===== src/rtl/seg7_scan_decoder.sv =====
// Reader for a multiplexed active-low seven-segment bus: waits for each strobed glyph
// to settle, decodes it back to a 4-bit code per slot and reports completed scan frames.
module seg7_scan_decoder #(
   parameter int DIGITS        = 4,
   parameter int STABLE_CYCLES = 4
) (
   input  logic                  clk,
   input  logic                  rst_n,
   input  logic [6:0]            seg_n,
   input  logic [DIGITS-1:0]     an_n,
   output logic [4*DIGITS-1:0]   digit_bcd,
   output logic [DIGITS-1:0]     digit_blank,
   output logic [DIGITS-1:0]     digit_err,
   output logic                  upd,
   output logic [2:0]            upd_idx,
   output logic                  frame_valid
);

   localparam int                CW         = (STABLE_CYCLES < 2) ? 1 : $clog2(STABLE_CYCLES + 1);
   localparam logic [CW-1:0]     CNT_ONE    = CW'(1);
   localparam logic [CW-1:0]     CNT_TARGET = CW'(STABLE_CYCLES);
   localparam logic [DIGITS-1:0] MASK_FULL  = '1;
   localparam logic [6:0]        SEG_DARK   = 7'b111_1111;

   typedef enum logic [1:0] {
      WAIT,
      SETTLE,
      HOLD
   } state_t;

   state_t              state;
   state_t              state_next;
   logic [CW-1:0]       cnt;
   logic [CW-1:0]       cnt_next;
   logic                capture;

   logic [6:0]          seg_q;
   logic [DIGITS-1:0]   an_q;
   logic [6:0]          seg_prev;
   logic [DIGITS-1:0]   an_prev;
   logic [DIGITS-1:0]   seen;

   logic [3:0]          act_cnt;
   logic [2:0]          act_idx;
   logic                legal;
   logic                changed;
   logic [DIGITS-1:0]   slot_onehot;
   logic [DIGITS-1:0]   seen_next;
   logic [4:0]          dec;

   // Idle bus reads as all-dark with no strobe, so the first real sample looks like a change.
   always_ff @(posedge clk or negedge rst_n) begin
      if (!rst_n) begin
         seg_q    <= '1;
         an_q     <= '1;
         seg_prev <= '1;
         an_prev  <= '1;
      end else begin
         seg_q    <= seg_n;
         an_q     <= an_n;
         seg_prev <= seg_q;
         an_prev  <= an_q;
      end
   end

   always_comb begin
      act_cnt = '0;
      act_idx = '0;
      for (int i = 0; i < DIGITS; i++) begin
         if (!an_q[i]) begin
            act_cnt = act_cnt + 4'd1;
            act_idx = 3'(i);
         end
      end
   end

   assign legal       = (act_cnt == 4'd1);
   assign changed     = ({an_q, seg_q} != {an_prev, seg_prev});
   assign slot_onehot = ~an_q;
   assign seen_next   = seen | slot_onehot;

   function automatic logic [4:0] decode(input logic [6:0] p);
      case (p)
         7'b000_0001: decode = {1'b1, 4'h0};
         7'b100_1111: decode = {1'b1, 4'h1};
         7'b001_0010: decode = {1'b1, 4'h2};
         7'b000_0110: decode = {1'b1, 4'h3};
         7'b100_1100: decode = {1'b1, 4'h4};
         7'b010_0100: decode = {1'b1, 4'h5};
         7'b010_0000: decode = {1'b1, 4'h6};
         7'b000_1111: decode = {1'b1, 4'h7};
         7'b000_0000: decode = {1'b1, 4'h8};
         7'b000_0100: decode = {1'b1, 4'h9};
         7'b000_1101: decode = {1'b1, 4'hA};
         7'b001_1001: decode = {1'b1, 4'hB};
         7'b010_0011: decode = {1'b1, 4'hC};
         7'b100_1011: decode = {1'b1, 4'hD};
         default:     decode = {1'b0, 4'h0};
      endcase
   endfunction

   assign dec = decode(seg_q);

   always_ff @(posedge clk or negedge rst_n) begin
      if (!rst_n) begin
         state <= WAIT;
         cnt   <= '0;
      end else begin
         state <= state_next;
         cnt   <= cnt_next;
      end
   end

   // Any path that lands in SETTLE with the counter at target captures on this edge instead.
   always_comb begin
      state_next = state;
      cnt_next   = cnt;
      capture    = 1'b0;
      case (state)
         WAIT: begin
            cnt_next = '0;
            if (legal) begin
               state_next = SETTLE;
               cnt_next   = CNT_ONE;
            end
         end
         SETTLE: begin
            if (!legal) begin
               state_next = WAIT;
               cnt_next   = '0;
            end else if (changed) begin
               cnt_next = CNT_ONE;
            end else begin
               cnt_next = cnt + CNT_ONE;
            end
         end
         HOLD: begin
            if (changed) begin
               if (legal) begin
                  state_next = SETTLE;
                  cnt_next   = CNT_ONE;
               end else begin
                  state_next = WAIT;
                  cnt_next   = '0;
               end
            end
         end
         default: begin
            state_next = WAIT;
            cnt_next   = '0;
         end
      endcase
      if (state_next == SETTLE && cnt_next == CNT_TARGET) begin
         capture    = 1'b1;
         state_next = HOLD;
      end
   end

   always_ff @(posedge clk or negedge rst_n) begin
      if (!rst_n) begin
         digit_bcd   <= '0;
         digit_blank <= '0;
         digit_err   <= '0;
         upd         <= 1'b0;
         upd_idx     <= '0;
         frame_valid <= 1'b0;
         seen        <= '0;
      end else begin
         upd         <= 1'b0;
         frame_valid <= 1'b0;
         if (capture) begin
            upd     <= 1'b1;
            upd_idx <= act_idx;
            for (int i = 0; i < DIGITS; i++) begin
               if (slot_onehot[i]) begin
                  if (dec[4]) begin
                     digit_bcd[4*i +: 4] <= dec[3:0];
                     digit_blank[i]      <= 1'b0;
                     digit_err[i]        <= 1'b0;
                  end else if (seg_q == SEG_DARK) begin
                     digit_bcd[4*i +: 4] <= 4'h0;
                     digit_blank[i]      <= 1'b1;
                     digit_err[i]        <= 1'b0;
                  end else begin
                     digit_blank[i]      <= 1'b0;
                     digit_err[i]        <= 1'b1;
                  end
               end
            end
            if (seen_next == MASK_FULL) begin
               frame_valid <= 1'b1;
               seen        <= '0;
            end else begin
               seen        <= seen_next;
            end
         end
      end
   end

endmodule


===== config.mk =====
export PLATFORM = sky130hd
export DESIGN_NAME = seg7_scan_decoder
export DESIGN_NICKNAME = d
export VERILOG_FILES = /design/src/rtl/seg7_scan_decoder.sv
export SDC_FILE = /design/constraint.sdc
export NUM_CORES = 1
export LEC_CHECK = 0
export ABC_AREA = 0
export BUFFER_PORTS_ARGS = -buffer_cell sky130_fd_sc_hd__buf_2
export CORE_MARGIN = 3
export CORE_UTILIZATION = 25
export CTS_CLUSTER_DIAMETER = 200
export DETAILED_ROUTE_END_ITERATION = 8
export GPL_TIMING_DRIVEN = 1
export PLACE_DENSITY = 0.48
export SYNTH_ARGS = -nofsm -noshare
export SYNTH_HDL_FRONTEND = slang
export SYNTH_SLANG_ARGS = --single-unit

===== constraint.sdc =====
create_clock -name clk -period 4.6 [get_ports clk]
set_clock_uncertainty 0.15 [all_clocks]
set_input_delay 0 -clock clk [delete_from_list [all_inputs] [get_ports clk]]
set_output_delay 0 -clock clk [all_outputs]
set_load 0.01 [all_outputs]

==> results_dict.tcl, run 1 <==
set metrics [dict create \
    io_buffers 40 \
    dieWidth_um 111.5 \
    yosys_most_used_dff "dfrtp_1" \
    seqPwrFrac 0.533 \
    timing.fmax_mhz 263.7 \
    clock_latency_ns 0.34 \
    power.internal_mw 0.7729 \
    diodes 0 \
    netlist-cell-type-count 51 \
    wl_per_cell_um 14.68 \
    crit_fanout 9 \
    fin_crit_sh 0.8242 \
    final_cells 424 \
    hold_path.class "in -> reg" \
    drive_gt1_frac 0.3924 \
    power.total_mw 1.056 \
    ys_seq_area_frac 0.5407 \
    ys_seq_elements 59 \
    syn2layout_area_growth_pct 21.77 \
    end_kind "register" \
    dp.cells 396 \
    fin_tns_setup_ns 0 \
    syn_nets 248 \
    max-slew-margin-rel 0.3746 \
    whs_ns 0.1461 \
    p_comb_frac 0.072 \
    mostFrequentLayoutCells "buf_2 (40), dfrtp_1 (37), dfstp_2 (22)" \
    drv_slew 0 \
    gp_congestion 0.7934 \
    layout.nets 300 \
    worstSetupPathType "reg -> reg" \
    sw_frac_of_total 0.2680 \
    die_h_um 111.5 \
    cp.arrival_ns 3.86 \
    start_util 0.2635 \
    grt_max_degree 60 \
    hold_violations 0 \
    ys_async_sr_fraction 1.000 \
    finalWirelength_um 6226 \
    clockBufferDepth 2 \
    p_per_area_nw_per_um2 311.8 \
    grt_pass1_vias 1922 \
    h-tree-depth 3 \
    ctsResizeCount 0 \
    syn_avg_cell_area_um2 12.04 \
    syn_inst 231 \
    clkSlewWorstSetupHoldPaths_ns 0.07 \
    fp.dieArea_um2 12430 \
    drtAntennaViolNets 0 \
    clkSinkCount 59 \
    dp_hpwl_um 4469 \
    finalCriticalPeriod_ns 3.791 \
    status "completed" \
    layout_commonest_cell "buf_2" \
    p_leak_nw 1.545 \
    vias_per_cell 4.491 \
    pin_count 42 \
    core_area_um2 10560 \
    rsz0062_at_grt "false" \
    ir_drop_uv 190.5 \
    drc 0 \
    vias 1904 \
    maxCapViolCount 0 \
    netlist_area_um2 2781 \
    synth_warnings 0 \
    grt_first_pass_wirelength_um 10300 \
    p_clk_frac 0.394 \
    drt_iter0_drc 90 \
    grt_usage 0.1054 \
    setup_viol 0 \
    tightest_slew_ns 0.9260 \
    synth_edf_count 0 \
    switching_power_mw 0.2830 \
    cts_tree "yes" \
    cp-start-kind "register" \
    core.rowCount 37 \
    cts-root-buf "clkbuf_8" \
    antenna_found_initial 0 \
    grt-ovfl-total 0 \
    cts_hold_buf 12 \
    post_cts_buffers 0 \
    first_pass_iters 4 \
    post-route-util 0.3209 \
    cts_made_buffers 9 \
    critPathRequiredTime_ns 4.67 \
]
power groups by stage:
stage          registers [mW]  logic [mW]  clock network, mW
2_1_floorplan           0.555      0.0586                  0
3_3_place_gp            0.572      0.0691                  0
3_5_place_dp            0.572      0.0697                  0
4_1_cts                 0.563      0.0777              0.438
5_1_grt                 0.566      0.0871              0.460
6_report                0.563      0.0764              0.416
layer usage:
metal,vias to the layer above,share of wire,track usage
li1,931,-,-
met1,924,0.53,0.1557
met2,45,0.42,0.1431
met3,4,0.051,0.04293
met4,0,0.0072,0.02433
met5,-,0,0
metrics by stage:
step,instance area (µm²),worst slack [ns]
after global routing,3387,0.5790
final,3387,0.8085
after CTS,3387,0.8462
after floorplan,2781,1.225
after detailed placement,3090,0.8516
after global placement,3090,0.9558
synth_stat cells (all sizes together) (3+ instances only):
cell	count	share of area
a22o	3	0.0094
buf	11	0.025
dfrtp	37	0.33
dfstp	22	0.21
ha	4	0.018
inv	13	0.018
mux2	19	0.085
nand2	11	0.015
nand3b	3	0.0081
nand4	7	0.016
nor2	14	0.021
nor2b	4	0.0090
nor3	6	0.017
o21a	5	0.013
o21ai	13	0.023
o41ai	3	0.012
or4	5	0.013
xnor2	14	0.044
kinds of logic after synthesis:
family | Yosys count | share of synthesized area
AO/OA/AOI/OAI | 35 | 0.08998
XOR/XNOR | 15 | 0.04993
adder cells (fa/ha/maj) | 4 | 0.01799
buffers and inverters | 26 | 0.04498
flip-flops | 59 | 0.5407
multiplexers | 20 | 0.08862
other | 1 | 0.001348
AND/OR/NAND/NOR | 71 | 0.1664
path summary, 6_finish.rpt:
check,slack (ns),depth (start not counted),to,start
worst max register to register,0.81,10,digit_bcd[14],an_q[0]
worst max-delay path,0.81,10,digit_bcd[14],an_q[0]
max in group asynchronous,3.62,3,frame_valid,rst_n
worst min-delay path,0.15,2,seg_q[1],seg_n[1]
worst min register to register,0.27,0,an_prev[0],an_q[0]
min in group asynchronous,0.19,3,digit_bcd[7],rst_n
final cells by class:
cell class | instances | area (µm²)
clock buffers | 9 | 123.9
clock inverters | 7 | 52.55
fillers | 1109 | 7168
inverters | 13 | 48.80
multi-input cells | 146 | 1152
flip-flops and latches | 59 | 1504
well taps | 136 | 170.2
repair buffers | 54 | 335.3
flip-flops by register name (all words and copies together) (netlist names):
register and flops:
an_prev 4, an_q 4, cnt 3, digit_bcd 16, digit_blank 4, digit_err 4, frame_valid 1, seen 4
seg_prev 7, seg_q 7, state 2, upd 1, upd_idx 2
critical path: stages (launching register included):
cell	delay, ns
dfstp_2	0.61
inv_1	0.12
ha_1	0.37
xnor2_1	0.15
ha_1	0.29
or3_1	0.38
a2111oi_2	0.42
nand4b_1	0.23
buf_4	0.27
nor3_2	0.30
mux2_2	0.38
Note: power is estimated with default switching activity, not from simulation.
==> inputs of run 2 (changes only) <==
clock period = 3.94 ns   (was 4.6 ns; I/O delays follow)
==> results_dict.tcl, run 2 (same netlist as run 1, synthesis figures left out) <==
set metrics [dict create \
    grt_first_pass_wirelength_um 10390 \
    core_area_um2 10560 \
    pin_count 42 \
    cts_tree "yes" \
    h-tree-depth 3 \
    finalWorstSetupSlack_ns 0.3112 \
    whs_ns 0.1466 \
    end_kind "register" \
    start_util 0.2635 \
    r2r_start "an_q[0]" \
    drc 0 \
    gp_congestion 0.7894 \
    timing.fmax_mhz 275.6 \
    status "completed" \
    tightest_slew_ns 0.9239 \
    grt-ovfl-total 0 \
    setup_viol 0 \
    grt_util_met2 0.1544 \
    grt-busiest-layer "met2" \
    grt_usage 0.1075 \
    crit_fanout 8 \
    rr_worst_depth 10 \
    dpl_worst_slack_ns 0.3110 \
    drive_gt1_frac 0.3952 \
    cts-root-buf "clkbuf_8" \
    p_leak_nw 1.566 \
    cp-start-kind "register" \
    p_per_area_nw_per_um2 360.2 \
    fp.dieArea_um2 12430 \
    grt_use_met1 0.1515 \
    reg2reg_slack_ns 0.31 \
    fin_crit_sh 0.9210 \
    die_h_um 111.5 \
    post-route-util 0.3225 \
    clkSlewWorstSetupHoldPaths_ns 0.07 \
    layout_commonest_cell "buf_2" \
    worstSetupPathType "reg -> reg" \
    grt_max_degree 60 \
    io_buffers 40 \
    antenna_found_initial 0 \
    endpoint "digit_blank[0]" \
    diodes 0 \
    cp_slowest_stage_delay_ns 0.61 \
    drtAntennaViolNets 0 \
    critPathRequiredTime_ns 4.01 \
    rr_endpoint "digit_blank[0]" \
    mostFrequentLayoutCells "buf_2 (40), dfrtp_1 (37), dfstp_2 (22)" \
    hold_path.class "in -> reg" \
    cts_made_buffers 9 \
    drv_slew 0 \
    layout.nets 303 \
    fill_cells 1121 \
    rsz0062_at_grt "false" \
    grt_use_met3 0.03641 \
    dp_hpwl_um 4646 \
    top_register "digit_bcd" \
    finalCriticalPeriod_ns 3.629 \
    hold_violations 0 \
    core.rowCount 37 \
    dieWidth_um 111.5 \
    clock_latency_ns 0.34 \
    largest_reg_flops 16 \
    power.total_mw 1.226 \
    clockBufferDepth 2 \
    grt_pass1_vias 1911 \
    ctsResizeCount 0 \
    fin_tns_setup_ns 0 \
    maxCapViolCount 0 \
    clkSinkCount 59 \
    crit_chain "inv_1 -> ha_1 -> xnor2_1 -> ha_1 -> or3_1 -> a2111oi_2 -> nand4b_1 -> buf_4 -> nor2_1 -> mux2_2" \
    wl_per_cell_um 14.96 \
    first_pass_iters 4 \
    finalWirelength_um 6390 \
    max-slew-margin-rel 0.3760 \
    vias 1908 \
    ir_drop_uv 201.6 \
    reg_top3 "digit_bcd (16), seg_prev (7), seg_q (7)" \
    cp.arrival_ns 3.70 \
    cpMostUsedCell "ha_1" \
    critPathLaunch "an_q[0]" \
    vias_per_cell 4.468 \
    drt_iter0_drc 144 \
    syn2layout_area_growth_pct 22.40 \
    worst_path_max_delay_cell "dfstp_2" \
]
[run 2: cell types whose count changed in the layout (fill, tap and decap cells not counted), sizes merged]
cell / change
buf: +3
clkbuf: +2
clkinv: +2
clkinvlp: -2
inv: -2
[run 2: area by class of cell]
cell class,instances,area [µm²],share of cell area
clock buffer,11,141.4,0.04153
clock inverter,5,30.03,0.008820
multi-input combinational,146,1152,0.3385
sequential,59,1504,0.4417
inverter,13,48.80,0.01433
timing repair buffer,57,357.8,0.1051
tap,136,170.2,0.04998
[run 2: per-layer routing]
| metal | wire length, µm | vias to the layer above |
|---|---|---|
| met5 | 0 | - |
| met4 | 51 | 0 |
| met3 | 359 | 5 |
| met2 | 2777 | 46 |
| met1 | 3201 | 929 |
| li1 | - | 928 |
[run 2: through the flow]
| stage | instance area, µm² | std cells |
|---|---|---|
| after floorplan | 2781 | 231 |
| after global placement | 3113 | 399 |
| after detailed placement | 3113 | 399 |
| after CTS | 3405 | 427 |
| after global routing | 3405 | 427 |
| final | 3405 | 427 |
[run 2: worst min-delay path by stage]
stage / slack (ns) / cells past startpoint / startpoint / end
2_1_floorplan: -0.45 / 0 / rst_n / cnt[0]
3_3_place_gp: -0.05 / 1 / an_n[3] / an_q[3]
3_5_place_dp: -0.04 / 1 / an_n[2] / an_q[2]
4_1_cts: 0.12 / 2 / seg_n[2] / seg_q[2]
5_1_grt: 0.14 / 2 / seg_n[1] / seg_q[1]
6_report: 0.15 / 2 / seg_n[0] / seg_q[0]
[run 2: worst max-delay path, delay by kind of cell (launching register included)]
kind / cells / cell delay [ns]
XOR/XNOR: 1 / 0.15
buffers and inverters: 2 / 0.33
AO/OA/AOI/OAI: 1 / 0.42
multiplexers: 1 / 0.37
AND/OR/NAND/NOR: 3 / 0.81
flip-flops: 1 / 0.61
adder cells (fa/ha/maj): 2 / 0.65
[run 2: what timing repair did]
item	in CTS	in global routing
hold buffers	12	0
setup buffers	0	0
hold endpoints to repair	48	0
[run 2: power by group]
part	leakage (nW)	internal, mW	switching, mW
registers	0.747	0.630	0.0277
clock network	0.0851	0.242	0.237
logic	0.734	0.0420	0.0475
